[config.mk]
export PLATFORM = sky130hd
export DESIGN_NAME = spi_stream_ctrl
export DESIGN_NICKNAME = d
export VERILOG_FILES = /design/src/rtl/spi_stream_pkg.sv /design/src/rtl/spi_fifo.sv /design/src/rtl/spi_stream_ctrl.sv
export SDC_FILE = /design/constraint.sdc
export NUM_CORES = 1
export LEC_CHECK = 0
export ABC_AREA = 1
export ABC_CLOCK_PERIOD_IN_PS = 2500
export BUFFER_PORTS_ARGS = -buffer_cell sky130_fd_sc_hd__buf_2
export CAP_MARGIN = 20
export CORE_MARGIN = 1.5
export CORE_UTILIZATION = 59
export CTS_CLUSTER_DIAMETER = 200
export DETAILED_ROUTE_END_ITERATION = 8
export PLACE_DENSITY = 0.89
export SYNTH_ARGS = -nofsm -noshare
export SYNTH_HDL_FRONTEND = slang
export SYNTH_HIERARCHICAL = 1
export SYNTH_SLANG_ARGS = --single-unit
[constraint.sdc]
create_clock -name clk -period 2.5 [get_ports clk]
set_clock_uncertainty 0.1 [all_clocks]
set_input_delay 0.5 -clock clk [delete_from_list [all_inputs] [get_ports clk]]
set_output_delay 0.5 -clock clk [all_outputs]
set_load 0.01 [all_outputs]
[src/rtl/spi_stream_pkg.sv]
`default_nettype none
// ============================================================================
// Module   : spi_stream_pkg
// Purpose  : Shared register map, bit indices and FSM encoding for spi_stream_ctrl
// Revision : 1.0
// ============================================================================
package spi_stream_pkg;

    localparam logic [1:0] REG_DATA   = 2'd0;
    localparam logic [1:0] REG_CTRL   = 2'd1;
    localparam logic [1:0] REG_STATUS = 2'd2;
    localparam logic [1:0] REG_FILL   = 2'd3;

    localparam int CTRL_SEL  = 0;
    localparam int CTRL_SLOW = 1;
    localparam int CTRL_RXEN = 2;

    localparam int STAT_ACTIVE   = 0;
    localparam int STAT_TX_FULL  = 1;
    localparam int STAT_TX_EMPTY = 2;
    localparam int STAT_RX_FULL  = 3;
    localparam int STAT_RX_EMPTY = 4;
    localparam int STAT_TX_OVF   = 5;
    localparam int STAT_RX_OVF   = 6;

    typedef enum logic [1:0] {
        S_IDLE  = 2'd0,
        S_START = 2'd1,
        S_WAIT  = 2'd2,
        S_DONE  = 2'd3
    } state_t;

    localparam logic [7:0] FILL_BYTE = 8'hFF;

endpackage
`default_nettype wire

[src/rtl/spi_fifo.sv]
`default_nettype none
// ============================================================================
// Module   : spi_fifo
// Purpose  : Synchronous show-ahead byte FIFO; a push into a full FIFO succeeds
//            when a pop happens in the same cycle.
// Revision : 1.0
// ============================================================================
module spi_fifo #(
    parameter int DEPTH = 4,
    parameter int AW    = 2
) (
    input  logic       clk,
    input  logic       rst,
    input  logic       push,
    input  logic [7:0] din,
    input  logic       pop,
    output logic       full,
    output logic       empty,
    output logic [7:0] head
);
    logic [7:0]  mem [DEPTH];
    logic [AW:0] wr_ptr;
    logic [AW:0] rd_ptr;
    logic        do_push;
    logic        do_pop;

    // Extra pointer MSB distinguishes full from empty when the low bits match.
    assign empty   = (wr_ptr == rd_ptr);
    assign full    = (wr_ptr[AW] != rd_ptr[AW]) && (wr_ptr[AW-1:0] == rd_ptr[AW-1:0]);
    assign do_pop  = pop && !empty;
    assign do_push = push && (!full || do_pop);
    assign head    = mem[rd_ptr[AW-1:0]];

    always_ff @(posedge clk or posedge rst) begin
        if (rst) begin
            wr_ptr <= '0;
            rd_ptr <= '0;
        end else begin
            if (do_push) wr_ptr <= wr_ptr + 1'b1;
            if (do_pop)  rd_ptr <= rd_ptr + 1'b1;
        end
    end

    always_ff @(posedge clk) begin
        if (do_push) mem[wr_ptr[AW-1:0]] <= din;
    end

endmodule
`default_nettype wire

[src/rtl/spi_stream_ctrl.sv]
`default_nettype none
// ============================================================================
// Module   : spi_stream_ctrl
// Purpose  : Register-mapped TX/RX FIFO front end and byte sequencer for spictrl
// Revision : 1.0
// ============================================================================
module spi_stream_ctrl
    import spi_stream_pkg::*;
#(
    parameter int FIFO_DEPTH = 4,
    parameter int FIFO_AW    = 2
) (
    input  logic       clk,
    input  logic       rst,
    input  logic [1:0] reg_addr,
    input  logic [7:0] reg_wrdata,
    input  logic       reg_wr,
    input  logic       reg_rd,
    output logic [7:0] reg_rddata,
    output logic [7:0] eng_txdata,
    output logic       eng_txstart,
    input  logic [7:0] eng_rxdata,
    input  logic       eng_busy,
    output logic       eng_slow,
    output logic       spi_ssel_n
);
    state_t     state;
    logic [2:0] ctrl;
    logic       tx_ovf, rx_ovf;
    logic [7:0] fill_cnt;
    logic       sel_eff;
    logic       tx_full, tx_empty, rx_full, rx_empty;
    logic [7:0] tx_head, rx_head;
    logic       data_wr, data_rd, ctrl_wr, status_wr, fill_wr;
    logic       launch_tx, launch_fill, rx_push;
    logic       tx_ovf_set, rx_ovf_set, active;
    logic [7:0] status;

    assign data_wr   = reg_wr && (reg_addr == REG_DATA);
    assign data_rd   = reg_rd && (reg_addr == REG_DATA);
    assign ctrl_wr   = reg_wr && (reg_addr == REG_CTRL);
    assign status_wr = reg_wr && (reg_addr == REG_STATUS);
    assign fill_wr   = reg_wr && (reg_addr == REG_FILL);

    // A new byte is only launched from IDLE with the engine quiet; TX data beats fill.
    assign launch_tx   = (state == S_IDLE) && !eng_busy && !tx_empty;
    assign launch_fill = (state == S_IDLE) && !eng_busy && tx_empty && (fill_cnt != 8'd0);
    assign rx_push     = (state == S_DONE) && ctrl[CTRL_RXEN];

    assign tx_ovf_set  = data_wr && tx_full && !launch_tx;
    assign rx_ovf_set  = rx_push && rx_full && !data_rd;

    assign active = (state != S_IDLE) || !tx_empty || (fill_cnt != 8'd0);
    assign status = {1'b0, rx_ovf, tx_ovf, rx_empty, rx_full, tx_empty, tx_full, active};

    assign eng_slow   = ctrl[CTRL_SLOW];
    assign spi_ssel_n = !sel_eff;

    spi_fifo #(.DEPTH(FIFO_DEPTH), .AW(FIFO_AW)) u_tx_fifo (
        .clk   (clk),
        .rst   (rst),
        .push  (data_wr),
        .din   (reg_wrdata),
        .pop   (launch_tx),
        .full  (tx_full),
        .empty (tx_empty),
        .head  (tx_head)
    );

    spi_fifo #(.DEPTH(FIFO_DEPTH), .AW(FIFO_AW)) u_rx_fifo (
        .clk   (clk),
        .rst   (rst),
        .push  (rx_push),
        .din   (eng_rxdata),
        .pop   (data_rd),
        .full  (rx_full),
        .empty (rx_empty),
        .head  (rx_head)
    );

    always_ff @(posedge clk or posedge rst) begin
        if (rst) begin
            ctrl     <= 3'd0;
            tx_ovf   <= 1'b0;
            rx_ovf   <= 1'b0;
            fill_cnt <= 8'd0;
        end else begin
            if (ctrl_wr) ctrl <= reg_wrdata[2:0];

            // A new overflow in the same cycle as a clear keeps the flag set.
            if (tx_ovf_set)                                 tx_ovf <= 1'b1;
            else if (status_wr && reg_wrdata[STAT_TX_OVF])  tx_ovf <= 1'b0;
            if (rx_ovf_set)                                 rx_ovf <= 1'b1;
            else if (status_wr && reg_wrdata[STAT_RX_OVF])  rx_ovf <= 1'b0;

            if (fill_wr)          fill_cnt <= reg_wrdata;
            else if (launch_fill) fill_cnt <= fill_cnt - 8'd1;
        end
    end

    always_ff @(posedge clk or posedge rst) begin
        if (rst) begin
            state       <= S_IDLE;
            eng_txstart <= 1'b0;
            eng_txdata  <= 8'h00;
            sel_eff     <= 1'b0;
        end else begin
            eng_txstart <= 1'b0;
            case (state)
                S_IDLE: begin
                    // Chip select only tracks CTRL between bytes.
                    sel_eff <= ctrl[CTRL_SEL];
                    if (launch_tx) begin
                        eng_txdata  <= tx_head;
                        eng_txstart <= 1'b1;
                        state       <= S_START;
                    end else if (launch_fill) begin
                        eng_txdata  <= FILL_BYTE;
                        eng_txstart <= 1'b1;
                        state       <= S_START;
                    end
                end
                S_START: state <= S_WAIT;
                S_WAIT:  if (!eng_busy) state <= S_DONE;
                S_DONE:  state <= S_IDLE;
                default: state <= S_IDLE;
            endcase
        end
    end

    always_comb begin
        reg_rddata = 8'h00;
        case (reg_addr)
            REG_DATA:   reg_rddata = rx_empty ? 8'h00 : rx_head;
            REG_CTRL:   reg_rddata = {5'b00000, ctrl};
            REG_STATUS: reg_rddata = status;
            REG_FILL:   reg_rddata = fill_cnt;
            default:    reg_rddata = 8'h00;
        endcase
    end

endmodule
`default_nettype wire

## Word level (Yosys, flattened, before mapping)

Memory sizes are Yosys's and may differ from the RTL's.
Index checks and enable logic that the tools add are counted.

- Register bits: 37
- Memory bits (writable): 64
- Input bits: 23
- Output and inout port bits: 19
- Word-level logic and storage cells: 98
- Memories kept: 2

- $add $sub $neg: 5
- Equal/unequal tests: 14
- Mux-type cells: 21
- Reductions and logical operators: 44

Memories:

| memory | depth | bits a word | read ports | clocked after memory_dff | wr ports | RTL line | RTL |
|---|---|---|---|---|---|---|---|
| u_rx_fifo.mem | 4 | 8 | 1 | 0 | 1 | spi_fifo.sv:21 | `logic [7:0] mem [DEPTH];` |
| u_tx_fifo.mem | 4 | 8 | 1 | 0 | 1 | spi_fifo.sv:21 |  |

Operators with widths:

| kind | number |
|---|---|
| $mux 8 | 5 |
| $pmux 8 s4 | 1 |
| $logic_and 1x1->1 | 22 |
| $add 3x1->3 const B | 4 |
| $mux 1 | 11 |
| $reduce_bool 2->1 | 5 |
| $eq 2x2->1 const B | 4 |
| $logic_not 1->1 | 8 |
| $pmux 2 s4 | 1 |
| $reduce_bool 8->1 | 1 |
| $sub 8x1->8 const B | 1 |
| $eq 3x3->1 | 2 |
| $mux 2 | 3 |
| $eq 2x1->1 const B | 2 |
| $eq 2x2->1 | 2 |
| $logic_not 2->1 | 2 |
| $logic_or 1x1->1 | 4 |
| $reduce_and 2->1 | 2 |
| $ne 3x3->1 const B | 1 |
| $ne 1x1->1 | 2 |
| $ne 2x2->1 const B | 1 |

## Longest topological paths before layout

- Depth in word-level cells: 8
- Gate-level depth with buffers: 14
- Depth with buffers taken out: 14

## Cells and area by module

The synthesis kept the hierarchy.

By module, submodules not included:

| module | times used | cells each | area each (um^2) | sequential area each (um^2) |
|---|---|---|---|---|
| spi_fifo | 2 | 138 | 1659.1 | 1111.1 |
| spi_stream_ctrl | 1 | 216 | 1574.0 | 625.6 |

## Worst setup path before layout

No wires, ideal clock.

- Path kind: register to register
- From: register u_tx_fifo.rd_ptr[1]
- To: memory u_tx_fifo.mem[0][0], enable pin
- Library setup time: 0.371 ns
- Data arrival time: 1.722 ns
- Data required time: 2.029 ns
- Slack: 0.308 ns
- Stages on the path, launching flop included: 13
- Period minus slack after synthesis: 2.192 ns
- Path through: dfrtp_1 buf_4 nand2_1 nand2_2 nand3_2 inv_1 inv_1 nand2_1 inv_1 inv_1 nand4_4 nand2_4 nor2_1

- Cells in the longest elaborated chain, start to end: 8
- Elaborated cells between the ends (all ways): 11
- Those cells by class: eq/ne (2); mux (2); reduce/logical (7)

RTL lines:

| item | RTL line | RTL |
|---|---|---|
| start: declaration | spi_fifo.sv:23 | `logic [AW:0] rd_ptr;` |
| start signal: assignment | spi_fifo.sv:40 | `if (do_pop) rd_ptr <= rd_ptr + 1'b1;` |
| $eq 3x3->1 | spi_fifo.sv:28 | `assign empty = (wr_ptr == rd_ptr);` |
| named net tx_empty | spi_stream_ctrl.sv:32 | `logic tx_full, tx_empty, rx_full, rx_empty;` |
| $logic_not 1->1 | spi_stream_ctrl.sv:46 | `assign launch_tx = (state == S_IDLE) && !eng_busy && !tx_empty;` |
| $logic_and 1x1->1 | spi_stream_ctrl.sv:46 |  |
| named net launch_tx | spi_stream_ctrl.sv:35 | `logic launch_tx, launch_fill, rx_push;` |
| $logic_and 1x1->1 | spi_fifo.sv:30 | `assign do_pop = pop && !empty;` |
| $logic_or 1x1->1 | spi_fifo.sv:31 | `assign do_push = push && (!full \|\| do_pop);` |
| $logic_and 1x1->1 | spi_fifo.sv:31 |  |
| $mux 1 | spi_fifo.sv:45 | `if (do_push) mem[wr_ptr[AW-1:0]] <= din;` |
| $mux 1 (not written as such) | spi_fifo.sv:45 |  |
| end: declaration | spi_fifo.sv:21 |  |

The timed path passes the listed nets, and every way through them passes these cells.

## Final worst setup path

- From: register u_rx_fifo.wr_ptr[2]
- To: output port reg_rddata[3]

- Cells in the longest elaborated chain, start to end: 3
- Elaborated cells between the ends (all ways): 5
- Those cells by class: eq/ne (2); mux (2); reduce/logical (1)

RTL lines:

| item | RTL line | RTL |
|---|---|---|
| start: declaration | spi_fifo.sv:22 | `logic [AW:0] wr_ptr;` |
| start signal: assignment | spi_fifo.sv:39 | `if (do_push) wr_ptr <= wr_ptr + 1'b1;` |
| $eq 3x3->1 | spi_fifo.sv:28 |  |
| named net rx_empty | spi_stream_ctrl.sv:32 |  |
| $mux 8 | spi_stream_ctrl.sv:134 | `REG_DATA: reg_rddata = rx_empty ? 8'h00 : rx_head;` |
| $pmux 8 s4 | spi_stream_ctrl.sv:133 | `case (reg_addr)` |
| end: declaration | spi_stream_ctrl.sv:19 | `output logic [7:0] reg_rddata,` |

The timed path passes the listed nets, and every way through them passes these cells.

==> results by group <==
Yosys
  – Post-synth top cells: 95 x nand2_1, 79 x nor2_1, 64 x edfxtp_1
  – Post-Syn Area: 4890 sq um
  – YS warnings: 6
  – Avg Cell Area, Syn: 9.94 sq um
  – Number of synthesized register bits: 101
  – Synth Flop Type: edfxtp_1
  – Most frequent cell after synthesis: nand2_1
  – Syn nets: 531
  – Synth Instances: 492
  – Yosys top cell area share: 0.393
  – Synth top area cells: edfxtp_1 39%, dfrtp_1 19%, nand2_1 7.3%
  – Async set-reset flop share out of synthesis: 0.366
  – Yosys top cell by area: edfxtp_1
  – Sequential fraction of the synthesis area: 0.582
  – Synth cell types: 34
  – Post-synth EDFFs: 64

Die
  – Die Footprint: 8850 sq um
  – Core area: 8130 sq um
  – Io pins: 42
  – Height of the die: 94.1 um
  – Starting Density: 0.601
  – Row cnt: 33
  – Die Wd: 94.1 um

Power
  – Power per cell area: 1090 nW/um^2
  – Worst vdd ir: 648 uV
  – Leak pwr: 2.47 nW

Worst setup path
  – Worst R2R Path Depth: 14
  – Crit-path max FO: 8
  – Worst R2R End: u_tx_fifo/mem[2][5]
  – Worst r2r src: u_tx_fifo/rd_ptr[2]
  – Arr. time, crit path: 1860 ps
  – Critical Path Start Type: flop
  – Worst reg2reg setup slack: 190 ps
  – Critical path class: reg -> out
  – Worst Setup End Kind: primary output
  – CP required: 1900 ps

Place
  – Post-DP HPWL: 7790 um
  – Placed cell area: 5280 sq um
  – Buffers on Ports: 41
  – Routability cong.: 0.860

GRT
  – Pin count of the biggest net entering global routing: 26
  – Vias in the first global route: 3748
  – Global-route wire length before repair: 17600 um
  – GRT Residual Overflow: 0
  – Initial antenna violation count: 0
  – GRT Overall Usage: 0.267

Clocking
  – Reg clk slew, reported paths: 110 ps
  – CTS root buffer: clkbuf_8
  – Num CTS Buffers: 9
  – TritonCTS clock tree: built
  – H-tree depth: 3
  – # clock sinks: 101
  – Clk_lat worst skew: 370 ps
  – Clock Tree Buf Depth: 2

Routing
  – Routed Wire Length: 11200 um
  – Antenna-violating nets left: 0
  – WL/cell: 16.6 um
  – Drt first pass iters: 5
  – Drc violations: 0
  – DRC violation total after the first TritonRoute iteration: 259
  – Vias: 3829
  – Vias per inst: 5.67

Min path
  – Worst hold path startpoint: eng_rxdata[6]
  – WHS Path Cells: 1
  – Hold Path Class: in -> reg
  – Hold worst-path end: u_rx_fifo/mem[0][6]

STA
  – Fin crit share: 0.986
  – Tightest Pin Transition: 402 ps
  – Fmax: 0.406 GHz
  – Slew Limit Fails: 0
  – Setup TNS: 0 ps
  – Final Setup Violations: 0
  – Max_slew headroom: 0.731
  – Final min period: 2460 ps
  – Final hold violations: 0

Cells and area
  – Multi-input gate area: 1780 sq um
  – Register area: 2850 sq um
  – ANT cells: 0
  – Final instance area: 5650 sq um
  – Layout cells sized above 1: 0.230
  – Filler cell count: 557
  – Final #Nets: 604
  – Area Growth Syn to Fin: 15.4%

Flow run
  – Max Cap Violations: 0

Status
  – Outcome: complete, no violations
-- layer usage --
layer | wire [um] | GRT usage | share of wire
met4 | 220 | 0.121 | 0.020
met5 | 0 | 0 | 0
met1 | 4200 | 0.295 | 0.37
met3 | 695 | 0.0615 | 0.062
met2 | 6110 | 0.486 | 0.54
-- where the power goes --
group	internal [mW]	switching [mW]	total, mW
Clock	0.392	0.604	0.996
Sequential	2.09	0.243	2.33
Combinational	1.07	1.74	2.81
-- layout by cell type (no fill, tap or decap), drive strengths merged, types with 2 or more instances in the layout --
master and count:
buf 71, xnor2 2, clkbuf 10, xor2 6
o221ai 2, o21ai 49, dfrtp 37, nand3 35
ha 16, o2111ai 2, clkinv 4, nor2 81
o22ai 16, nand4 3, nand2 102, inv 64
edfxtp 64
-- registers in the layout, indices dropped and copies added (netlist names) --
name,cells
u_tx_fifo/wr_ptr,3
eng_txstart,1
sel_eff,1
rx_ovf,1
fill_cnt,8
eng_txdata,8
u_rx_fifo/mem,32
u_tx_fifo/mem,32
u_tx_fifo/rd_ptr,3
u_rx_fifo/rd_ptr,3
ctrl,3
tx_ovf,1
state,2
u_rx_fifo/wr_ptr,3
-- kinds of logic after synthesis --
logic type / share of synthesized area
flip-flops: 0.582
XOR/XNOR: 0.0220
buffers and inverters: 0.0650
AO/OA/AOI/OAI: 0.0847
AND/OR/NAND/NOR: 0.203
adder cells (fa/ha/maj): 0.0409
multiplexers: 0.00230
-- critical path: stages, from the launching register on --
cell	delay (ps)
dfrtp_1	440
inv_1	90
nand2_1	60
nand2_2	80
inv_1	60
nand3_2	70
inv_1	50
inv_2	60
nand3_2	90
inv_4	120
nand2_1	60
o211ai_1	130
buf_2	190
-- worst max path at each step --
stage | start | end | slack [ps]
after global routing | u_rx_fifo/rd_ptr[0] | reg_rddata[6] | -40
after global placement | u_rx_fifo/wr_ptr[0] | reg_rddata[6] | 300
after detailed placement | u_rx_fifo/rd_ptr[0] | reg_rddata[6] | 200
after CTS | u_tx_fifo/wr_ptr[0] | reg_rddata[0] | 10
after floorplan | u_tx_fifo/rd_ptr[1] | u_tx_fifo/mem[0][0] | 310
final | u_rx_fifo/wr_ptr[2] | reg_rddata[3] | 40
-- through the flow --
stage,hold WS [ps],power [mW],util,cells,worst slack [ps]
after floorplan,191,4.12,-,492,308
after global placement,345,4.64,0.649,645,303
after detailed placement,350,4.81,0.649,645,205
after CTS,231,5.96,0.685,671,14.6
after global routing,220,6.54,0.694,675,-42.7
final,236,6.14,0.694,675,35.8
-- what timing repair did --
item / 4_1_cts / 5_1_grt
hold buffers: 1 / 0
gates resized for setup: 10 / 14
endpoints found under the setup margin: 8 / 15
buffers inserted: 9 / 4
pin swaps: 2 / 3
hold endpoints to repair: 12 / 0
-- layout make-up --
type	count	share of cell area
Inverter	62	0.0439
Clock buffer	10	0.0226
Multi-Input combinational cell	319	0.314
Sequential cell	101	0.505
Tap cell	105	0.0233
Clock inverter	6	0.0115
Timing Repair Buffer	72	0.0793
Note: power is estimated with default switching activity, not from simulation.
